[src/rtl/game_cmd_sequencer.sv]
// Command front-end for the game FSM: debounces the three player buttons and
// issues one legal, acknowledged command pulse at a time (plus GAMEOVER auto-reset).
module game_cmd_sequencer #(
  parameter int DEBOUNCE_CYCLES = 16,
  parameter int ACK_TIMEOUT     = 32,
  parameter int GAMEOVER_HOLD   = 1024
) (
  input  logic       clk,
  input  logic       resetFSM,
  input  logic       btnStart,
  input  logic       btnPause,
  input  logic       btnReset,
  input  logic [2:0] stateIn,
  output logic       startGame,
  output logic       pauseGame,
  output logic       reset,
  output logic       busy,
  output logic       cmdErr
);

  localparam int DBW = $clog2(DEBOUNCE_CYCLES + 1);
  localparam int TOW = $clog2(ACK_TIMEOUT + 1);
  localparam int HLW = $clog2(GAMEOVER_HOLD + 1);

  localparam logic [2:0] ST_START    = 3'd0;
  localparam logic [2:0] ST_PLAYING  = 3'd1;
  localparam logic [2:0] ST_PAUSE    = 3'd2;
  localparam logic [2:0] ST_RESET    = 3'd3;
  localparam logic [2:0] ST_GAMEOVER = 3'd4;

  typedef enum logic [1:0] {
    S_IDLE,
    S_ISSUE,
    S_WAIT_ACK
  } seq_state_t;

  // Command vectors are ordered by priority: bit 0 reset, bit 1 start, bit 2 pause.
  logic [2:0] btn_raw;
  logic [2:0] rise;

  assign btn_raw = {btnPause, btnStart, btnReset};

  genvar gi;
  generate
    for (gi = 0; gi < 3; gi++) begin : g_btn
      logic           sync1_reg;
      logic           sync2_reg;
      logic           deb_reg;
      logic           deb_prev_reg;
      logic [DBW-1:0] cnt_reg;

      always_ff @(posedge clk or negedge resetFSM) begin
        if (!resetFSM) begin
          sync1_reg    <= 1'b0;
          sync2_reg    <= 1'b0;
          deb_reg      <= 1'b0;
          deb_prev_reg <= 1'b0;
          cnt_reg      <= '0;
        end else begin
          sync1_reg    <= btn_raw[gi];
          sync2_reg    <= sync1_reg;
          deb_prev_reg <= deb_reg;
          if (sync2_reg != deb_reg) begin
            // This sample is the DEBOUNCE_CYCLES-th consecutive disagreement.
            if (cnt_reg == DBW'(DEBOUNCE_CYCLES - 1)) begin
              deb_reg <= sync2_reg;
              cnt_reg <= '0;
            end else begin
              cnt_reg <= cnt_reg + DBW'(1);
            end
          end else begin
            cnt_reg <= '0;
          end
        end
      end

      assign rise[gi] = deb_reg & ~deb_prev_reg;
    end
  endgenerate

  // GAMEOVER hold counter; fires only on the step into saturation, so once per visit.
  logic [HLW-1:0] hold_reg;
  logic           auto_fire;

  assign auto_fire = (stateIn == ST_GAMEOVER) && (hold_reg == HLW'(GAMEOVER_HOLD - 1));

  always_ff @(posedge clk or negedge resetFSM) begin
    if (!resetFSM) begin
      hold_reg <= '0;
    end else if (stateIn == ST_GAMEOVER) begin
      if (hold_reg != HLW'(GAMEOVER_HOLD)) begin
        hold_reg <= hold_reg + HLW'(1);
      end
    end else begin
      hold_reg <= '0;
    end
  end

  logic [2:0] legal;

  always_comb begin
    legal = 3'b000;
    case (stateIn)
      ST_START:    legal = 3'b011;
      ST_PLAYING:  legal = 3'b101;
      ST_PAUSE:    legal = 3'b011;
      ST_RESET:    legal = 3'b000;
      ST_GAMEOVER: legal = 3'b011;
      default:     legal = 3'b000;
    endcase
  end

  seq_state_t     state_reg, state_next;
  logic [2:0]     pend_reg, pend_next;
  logic [2:0]     cmd_reg, cmd_next;
  logic [2:0]     ack_ref_reg, ack_ref_next;
  logic [TOW-1:0] tmo_reg, tmo_next;
  logic [2:0]     avail;
  logic [2:0]     sel;
  logic [2:0]     pulse_next;
  logic           busy_next;
  logic           err_next;

  always_comb begin
    state_next   = state_reg;
    cmd_next     = cmd_reg;
    ack_ref_next = ack_ref_reg;
    tmo_next     = tmo_reg;
    err_next     = cmdErr;
    avail        = pend_reg;
    sel          = 3'b000;

    case (state_reg)
      S_IDLE: begin
        avail = pend_reg & legal;
        if (avail[0]) begin
          sel = 3'b001;
        end else if (avail[1]) begin
          sel = 3'b010;
        end else if (avail[2]) begin
          sel = 3'b100;
        end
        if (sel != 3'b000) begin
          state_next   = S_ISSUE;
          cmd_next     = sel;
          ack_ref_next = stateIn;
        end
      end
      S_ISSUE: begin
        // The timer counts cycles since the pulse; the first WAIT_ACK cycle is the second.
        state_next = S_WAIT_ACK;
        tmo_next   = TOW'(2);
      end
      S_WAIT_ACK: begin
        if (stateIn != ack_ref_reg) begin
          state_next = S_IDLE;
        end else if (tmo_reg == TOW'(ACK_TIMEOUT)) begin
          err_next   = 1'b1;
          state_next = S_IDLE;
        end else begin
          tmo_next = tmo_reg + TOW'(1);
        end
      end
      default: state_next = S_IDLE;
    endcase

    // New edges always set their flag, even if the same flag was just served.
    pend_next  = (avail & ~sel) | rise | {2'b00, auto_fire};
    pulse_next = (state_next == S_ISSUE) ? cmd_next : 3'b000;
    busy_next  = (state_next != S_IDLE);
  end

  always_ff @(posedge clk or negedge resetFSM) begin
    if (!resetFSM) begin
      state_reg   <= S_IDLE;
      pend_reg    <= 3'b000;
      cmd_reg     <= 3'b000;
      ack_ref_reg <= 3'b000;
      tmo_reg     <= '0;
      startGame   <= 1'b0;
      pauseGame   <= 1'b0;
      reset       <= 1'b0;
      busy        <= 1'b0;
      cmdErr      <= 1'b0;
    end else begin
      state_reg   <= state_next;
      pend_reg    <= pend_next;
      cmd_reg     <= cmd_next;
      ack_ref_reg <= ack_ref_next;
      tmo_reg     <= tmo_next;
      reset       <= pulse_next[0];
      startGame   <= pulse_next[1];
      pauseGame   <= pulse_next[2];
      busy        <= busy_next;
      cmdErr      <= err_next;
    end
  end

endmodule

[config.mk]
export PLATFORM = sky130hd
export DESIGN_NAME = game_cmd_sequencer
export DESIGN_NICKNAME = d
export VERILOG_FILES = /design/src/rtl/game_cmd_sequencer.sv
export SDC_FILE = /design/constraint.sdc
export NUM_CORES = 1
export LEC_CHECK = 0
export CAP_MARGIN = 5
export CORE_MARGIN = 1
export CORE_UTILIZATION = 37
export DETAILED_ROUTE_END_ITERATION = 10
export PLACE_DENSITY_LB_ADDON = 0.2
export SLEW_MARGIN = 40
export SYNTH_ARGS = -nofsm -noshare
export SYNTH_HDL_FRONTEND = slang
export SYNTH_SLANG_ARGS = --single-unit
export TNS_END_PERCENT = 20
[constraint.sdc]
create_clock -name clk -period 3.2 [get_ports clk]
set_clock_uncertainty 0.2 [all_clocks]
set_input_delay 0.8 -clock clk [delete_from_list [all_inputs] [get_ports clk]]
set_output_delay 0.8 -clock clk [all_outputs]
set_load 0.1 [all_outputs]
==> results of run 1 <==
==> cells in the final DEF, fill, tap and decap left out, drive strengths merged, types with 2 or more instances in the layout <==
cell            n
nor3            7
o311ai          2
nor2           26
o21ai          13
a31oi           3
nand4           4
ha             11
a21o            2
clkdlybuf4s50   6
nor2b           2
or3             3
nand3          11
mux2            5
nand2b          3
clkbuf         14
xor2           18
and2            7
o31ai           3
and3            5
a21oi           8
inv            15
nor4            3
clkinv          2
nor3b           3
dfrtp          60
nand2          17
buf             9
==> cell families (layout without fill, tap and decap cells) <==
logic type | count (synthesis) | in the layout
flip-flops | 60 | 60
AO/OA/AOI/OAI | 41 | 41
XOR/XNOR | 19 | 19
multiplexers | 6 | 6
AND/OR/NAND/NOR | 93 | 93
adder cells (fa/ha/maj) | 12 | 12
buffers and inverters | 22 | 46
==> through the flow <==
| step | hold WS, ns | area (sq um) | instances |
|---|---|---|---|
| 6_report | 0.151 | 3130 | 376 |
| 2_1_floorplan | 0.131 | 2770 | 253 |
| 5_1_grt | 0.160 | 3130 | 376 |
| 3_3_place_gp | 0.134 | 2970 | 360 |
| 3_5_place_dp | 0.136 | 2970 | 360 |
| 4_1_cts | 0.152 | 3130 | 376 |
==> path summary, 6_finish.rpt <==
kind,endpoint,cells after the start
setup / recovery,reset,6
max in group asynchronous,hold_reg[10],2
setup reg to reg,reset,5
hold / removal,g_btn[1].sync2_reg,0
hold reg to reg,g_btn[1].sync2_reg,0
min in group asynchronous,tmo_reg[4],1
==> per-layer routing <==
layer  GRT usage  part of all wire  vias to the layer above  routed length, um
li1            -                 -                      906                  -
met1       0.172              0.50                      870               2320
met2       0.201              0.46                       21               2120
met3      0.0588             0.034                        2                159
met4      0.0440            0.0069                        0                 32
met5           0                 0                        -                  0
==> power by group through the flow <==
| stage | clock (mW) | sequential [mW] | combinational [mW] |
|---|---|---|---|
| floorplan | 0 | 0.916 | 0.280 |
| global placement | 0 | 0.874 | 0.402 |
| detailed placement | 0 | 0.876 | 0.405 |
| CTS | 0.594 | 0.862 | 0.408 |
| global route | 0.632 | 0.868 | 0.449 |
| finish | 0.569 | 0.862 | 0.403 |
==> area by class of cell <==
class / count / area, sq um / area share
Clock buffer: 14 / 153 / 0.0487
Clock inverter: 2 / 10.0 / 0.00319
Inverter: 15 / 56.3 / 0.0180
Multi-Input combinational cell: 171 / 1150 / 0.368
Sequential cell: 60 / 1500 / 0.479
Tap cell: 99 / 124 / 0.0395
Timing Repair Buffer: 15 / 138 / 0.0439
==> flow_metrics.tcl, run 1 <==
set metrics [dict create \
    status "completed" \
    ir_drop_uv 172 \
    gr-usage-all-layers 0.133 \
    h-tree-depth 3 \
    synth_warnings 0 \
    p_int_mw 1.26 \
    synthFlopType "dfrtp_1" \
    route.detailed.drc 0 \
    slowest_stage "clkdlybuf4s50_1" \
    clockBufferDepth 2 \
    power_mw 1.83 \
    regToRegStartpoint "state_reg[0]" \
    grt_pass1_wl_um 7730 \
    postCtsResizedCells 0 \
    pre_cts_ws_ns 0.107 \
    syn_area_sq_um 2770 \
    wire_per_inst_um 12.3 \
    crit_path_start "stateIn[1]" \
    reg2reg_setup_slack_ns 1.11 \
    rows 31 \
    p_comb_frac 0.220 \
    cts_tree "yes" \
    crit_chain "clkdlybuf4s50_1 -> xor2_2 -> nor3_4 -> a31oi_1 -> a211o_1 -> nor3b_1" \
    period_needed_ns 2.76 \
    worst_slew_pin_slew_ns 0.536 \
    ant_nets 0 \
    rsz0062_at_grt "false" \
    synth_top_cell_by_area "dfrtp_1" \
    finish.utilization 0.432 \
    synth_compound_area_frac 0.100 \
    slowest_delay_ns 0.62 \
    cts_hold_buf 0 \
    synth_edf_count 0 \
    synth-xor-area-share 0.0654 \
    fill_cells 716 \
    initial_core_util 0.382 \
    postSynthAreaPerCell_sq_um 11.0 \
    clkTransAtPathRegs_ns 0.06 \
    die_h_um 88.6 \
    clock_sinks 60 \
    ys_types 49 \
    grt_overflow 0 \
    cts_buffers 9 \
    hpwl_um 3210 \
    cp_top_family "buffers and inverters" \
    ys_seq_elements 60 \
    synth_nets 272 \
    yosys-mux-area-fraction 0.0239 \
    finalSetupViolCount 0 \
    viasPerCell 4.78 \
    synth.top_cells.by_area "dfrtp_1 (54%), xor2_1 (5.1%), ha_1 (5.0%)" \
    largest_register_ffs 15 \
    synth_top_family_by_area "simple AND/OR/NAND/NOR gates" \
    fp.coreArea_sq_um 7250 \
    startpoint_type "primary input" \
    die_w_um 88.6 \
    pwr-share-clk 0.311 \
    drv_slew 0 \
    critPathMaxFanout 9 \
    finalSetupTns_ns 0 \
    fin_nets 291 \
    netlist.area_leader.share 0.541 \
    setup_ws_ns 0.439 \
    diodes 0 \
    pwr-share-seq 0.470 \
    areaGrowthSynthToFinish_pct 13.0 \
    cp-end-kind "flip-flop" \
    place.gp.congestion 0.747 \
    path_class "in -> reg" \
    dieArea_sq_um 7850 \
    min-delay-start "g_btn[1].sync1_reg" \
    drive_gt1_frac 0.123 \
    path_buf_inv 1 \
    io_buffers 12 \
    synthAdderAreaFrac 0.0532 \
    ys_seq_area_frac 0.541 \
    drt_iter0_drc 54 \
    hold_violations 0 \
    p_switching_mw 0.573 \
    vias 1799 \
    max_cap_violations 0 \
    synth_cells 253 \
    grt_pass1_vias 1679 \
    wl_um 4630 \
    dr.pass1.iters 4 \
    clk_latency_ns 0.33 \
    antenna_found_initial 0 \
    arrival_ns 2.79 \
    io_pins 13 \
    p_sw_frac 0.313 \
    synthTopCellsByCount "dfrtp_1 (60), nor2_1 (26), nand2_1 (17), xor2_1 (16), inv_1 (15)" \
    leakagePower_nw 1.43 \
    async_reset_ff_frac 1.00 \
    relSlewSlack 0.642 \
    hp-class "reg -> reg" \
    cts_setup_buffers 0 \
    synthSimpleGateAreaFrac 0.173 \
    cellPowerDensity_nw_per_um2 585 \
    crit_required_ns 3.23 \
    max_freq_mhz 362 \
    grt_max_degree 40 \
    finalCritPeriodShare 0.863 \
    yosysMostFrequentCell "dfrtp_1" \
    root_buffer "clkbuf_8" \
]
(Power assumes the default switching activity.)
==> run 2: changes to the inputs <==
Settings changed: CORE_MARGIN 1 to 2.
==> run 2 against run 1 <==
Clock power up 38%. Wire length down 2.2%. Largest cell class unchanged. Final cell count up 0.27%.
==> flow_metrics.tcl, run 2 (synthesized netlist as in run 1, its figures left out) <==
set metrics [dict create \
    clk_latency_ns 0.33 \
    die_w_um 90.6 \
    pre_cts_ws_ns 0.169 \
    startpoint_type "primary input" \
    path_class "in -> reg" \
    drt_iter0_drc 70 \
    cts_buffers 9 \
    relSlewSlack 0.629 \
    diodes 0 \
    initial_core_util 0.382 \
    gr-usage-all-layers 0.125 \
    hpwl_um 3130 \
    grt_overflow 0 \
    route.detailed.drc 0 \
    vias 1797 \
    grt_max_degree 23 \
    cts_setup_buffers 0 \
    cellPowerDensity_nw_per_um2 638 \
    clkTransAtPathRegs_ns 0.06 \
    crit_required_ns 3.25 \
    largest_register_ffs 15 \
    io_pins 13 \
    power_mw 2.04 \
    ir_drop_uv 229 \
    finalCritPeriodShare 0.836 \
    max_cap_violations 0 \
    fin_nets 292 \
    dieArea_sq_um 8210 \
    arrival_ns 2.72 \
    cts_hold_buf 0 \
    h-tree-depth 3 \
    max_freq_mhz 374 \
    rsz0062_at_grt "false" \
    dr.pass1.iters 4 \
    fp.coreArea_sq_um 7250 \
    postCtsResizedCells 0 \
    leakagePower_nw 1.47 \
    drive_gt1_frac 0.140 \
    critPathMaxFanout 9 \
    hp-class "reg -> reg" \
    finalSetupTns_ns 0 \
    grt_pass1_vias 1722 \
    viasPerCell 4.77 \
    place.gp.congestion 0.737 \
    cts_tree "yes" \
    grt_pass1_wl_um 7960 \
    ant_nets 0 \
    period_needed_ns 2.67 \
    drv_slew 0 \
    wl_um 4530 \
    root_buffer "clkbuf_8" \
    status "completed" \
    clockBufferDepth 2 \
    cp-end-kind "flip-flop" \
    layout_common_cells "dfrtp_1 (60), nor2_1 (26), nand2_1 (17), xor2_1 (16), inv_1 (15)" \
    rows 31 \
    wire_per_inst_um 12.0 \
    io_buffers 12 \
    areaGrowthSynthToFinish_pct 15.4 \
    finish.utilization 0.441 \
    finalSetupViolCount 0 \
    hold_violations 0 \
    antenna_found_initial 0 \
    clock_sinks 60 \
    layout_commonest_cell "dfrtp_1" \
    worst_slew_pin_slew_ns 0.555 \
    die_h_um 90.6 \
    setup_ws_ns 0.526 \
]
==> run 2: cell types whose count changed in the layout (fill, tap and decap cells not counted), sizes merged <==
cell    change
bufinv      +2
clkbuf      -2
buf         +1
==> run 2: worst paths after layout <==
| path | to | cells after the start | slack, ns | startpoint |
|---|---|---|---|---|
| worst max-delay path | startGame | 6 | 0.53 | stateIn[1] |
| worst max register to register | startGame | 5 | 1.18 | state_reg[0] |
| worst min-delay path | g_btn[0].sync2_reg | 0 | 0.15 | g_btn[0].sync1_reg |
| min in group asynchronous | tmo_reg[4] | 1 | 0.22 | resetFSM |
| worst min register to register | g_btn[0].sync2_reg | 0 | 0.15 | g_btn[0].sync1_reg |
| max in group asynchronous | hold_reg[1] | 2 | 1.92 | resetFSM |
==> run 2: final cells by class <==
type	instances	area [sq um]
clock buffers	12	165
clock inverters	4	70.1
fillers	701	4050
inverters	15	56.3
multi-input cells	171	1150
flip-flops and latches	60	1500
well taps	99	124
repair buffers	16	133
==> run 2: metrics by stage <==
step | cell area [sq um] | std cells | hold slack, ns
2_1_floorplan | 2770 | 253 | 0.131
3_3_place_gp | 2970 | 361 | 0.134
3_5_place_dp | 2970 | 361 | 0.136
4_1_cts | 3200 | 377 | 0.151
5_1_grt | 3200 | 377 | 0.157
6_report | 3200 | 377 | 0.148
==> run 2: routing by layer <==
metal	routed length, um	share of wire	up-vias	track usage
met2	1980	0.44	30	0.176
met4	147	0.032	0	0.0846
met3	165	0.036	10	0.0326
met5	0	0	-	0
met1	2230	0.49	846	0.168
li1	-	-	911	-
==> run 2: where the power goes <==
group / total (mW) / switching [mW] / internal, mW
clock network: 0.786 / 0.286 / 0.499
registers: 0.859 / 0.0441 / 0.815
logic: 0.397 / 0.253 / 0.144
total: 2.04 / 0.584 / 1.46
==> run 2: critical path: stages <==
cell and delay (ns):
clkdlybuf4s50_1 0.60, xor2_2 0.27, nor3_4 0.34, a31oi_1 0.17, a211o_1 0.34, nor3b_1 0.20
==> run 3: changes to the inputs <==
Clock period 3.2 ns to 2.7 ns, I/O delays scaled along.
==> run 3 against run 2 <==
Die area unchanged. Sequential share of layout area is 0.41 points higher. Cell area down 0.86%. Critical endpoint is now reset. Largest power group unchanged.
==> flow_metrics.tcl, run 3 (synthesized netlist as in run 1, its figures left out) <==
set metrics [dict create \
    clock_sinks 60 \
    layout_commonest_cell "dfrtp_1" \
    leakagePower_nw 1.45 \
    rsz0062_at_grt "false" \
    die_w_um 90.6 \
    fin_nets 297 \
    worstRegToRegCells 5 \
    path_class "in -> reg" \
    regToRegStartpoint "state_reg[0]" \
    cts_setup_buffers 0 \
    cts_tree "yes" \
    finalCritPeriodShare 0.882 \
    grt_pass1_vias 1711 \
    antenna_found_initial 0 \
    h-tree-depth 3 \
    drt_iter0_drc 104 \
    cp-end-kind "flip-flop" \
    grt_pass1_wl_um 8160 \
    io_pins 13 \
    viasPerCell 4.75 \
    crit_path_start "stateIn[1]" \
    ir_drop_uv 321 \
    hp-class "in -> async" \
    dr.pass1.iters 4 \
    cellPowerDensity_nw_per_um2 686 \
    largest_register_ffs 15 \
    wire_per_inst_um 12.2 \
    drv_slew 0 \
    diodes 0 \
    fin_cells 381 \
    grt_overflow 0 \
    hold_violations 0 \
    initial_core_util 0.382 \
    r2r_end "reset" \
    postCtsResizedCells 0 \
    fp.coreArea_sq_um 7250 \
    clockBufferDepth 2 \
    areaGrowthSynthToFinish_pct 14.4 \
    ant_nets 0 \
    crit_path_end "reset" \
    clk_latency_ns 0.33 \
    wl_um 4640 \
    worst_slew_pin_slew_ns 0.518 \
    holdWs_ns 0.113 \
    reg2reg_setup_slack_ns 0.76 \
    grt_max_degree 26 \
    dp_cells 366 \
    place.gp.congestion 0.814 \
    max_freq_mhz 420 \
    fill_cells 706 \
    startpoint_type "primary input" \
    multi_input_area_sq_um 1150 \
    crit_required_ns 2.74 \
    root_buffer "clkbuf_8" \
    route.detailed.drc 0 \
    regArea_sq_um 1500 \
    hpwl_um 3230 \
    gr-usage-all-layers 0.126 \
    io_buffers 12 \
    layout_common_cells "dfrtp_1 (60), nor2_1 (26), nand2_1 (17), xor2_1 (16), inv_1 (15)" \
    critPathMaxFanout 8 \
    dieArea_sq_um 8210 \
    die_h_um 90.6 \
    max_cap_violations 0 \
    finalSetupViolCount 0 \
    rows 31 \
    drive_gt1_frac 0.149 \
    relSlewSlack 0.655 \
    period_needed_ns 2.38 \
    arrival_ns 2.42 \
    status "completed" \
    clkTransAtPathRegs_ns 0.07 \
    cts_buffers 9 \
    cts_hold_buf 0 \
    vias 1808 \
]
[run 3: cell types whose count changed in the layout (fill, tap and decap cells not counted)]
cell and change:
buf_4 +4, clkbuf_8 -3, bufinv_16 -2, clkinvlp_4 +2, buf_12 +1, clkbuf_1 +1, clkinv_2 +1
[run 3: layer usage]
| metal | GRT usage | up-vias | part of all wire |
|---|---|---|---|
| li1 | - | 921 | - |
| met1 | 0.174 | 851 | 0.49 |
| met2 | 0.177 | 32 | 0.45 |
| met3 | 0.0518 | 4 | 0.043 |
| met4 | 0.0487 | 0 | 0.013 |
| met5 | 0 | - | 0 |
[run 3: power breakdown]
part / total (mW) / internal (mW) / switching (mW)
sequential: 1.02 / 0.965 / 0.0540
combinational: 0.497 / 0.186 / 0.310
clock: 0.661 / 0.322 / 0.339
total: 2.18 / 1.47 / 0.704
[run 3: cell type report]
class                   count  area share
clock buffers              10      0.0402
clock inverters             5     0.00946
inverters                  15      0.0177
multi-input cells         171       0.363
flip-flops and latches     60       0.473
well taps                  99      0.0390
repair buffers             21      0.0575
[run 3: worst min path at each step]
stage | from | endpoint | slack [ns]
6_report | resetFSM | tmo_reg[3] | 0.11
5_1_grt | resetFSM | tmo_reg[4] | 0.14
4_1_cts | resetFSM | tmo_reg[3] | 0.12
3_5_place_dp | g_btn[1].sync1_reg | g_btn[1].sync2_reg | 0.13
3_3_place_gp | g_btn[1].sync1_reg | g_btn[1].sync2_reg | 0.13
2_1_floorplan | g_btn[0].sync1_reg | g_btn[0].sync2_reg | 0.13
[run 3: metrics by stage]
step | instance area, sq um | total power [mW] | util | setup WS, ns | setup TNS, ns
5_1_grt | 3170 | 2.33 | 0.438 | 0.158 | 0
3_3_place_gp | 3020 | 1.53 | 0.416 | 0.000138 | 0
3_5_place_dp | 3020 | 1.53 | 0.416 | -0.0157 | -0.0297
4_1_cts | 3170 | 2.22 | 0.438 | 0.322 | 0
6_report | 3170 | 2.18 | 0.438 | 0.318 | 0
2_1_floorplan | 2770 | 1.42 | - | 0.579 | 0
[run 3: worst max-delay path: stages]
cell and delay [ns]:
clkdlybuf4s50_1 0.68, xor2_2 0.22, nor3_4 0.07, and4_1 0.22, or2_2 0.34, nor3b_1 0.21
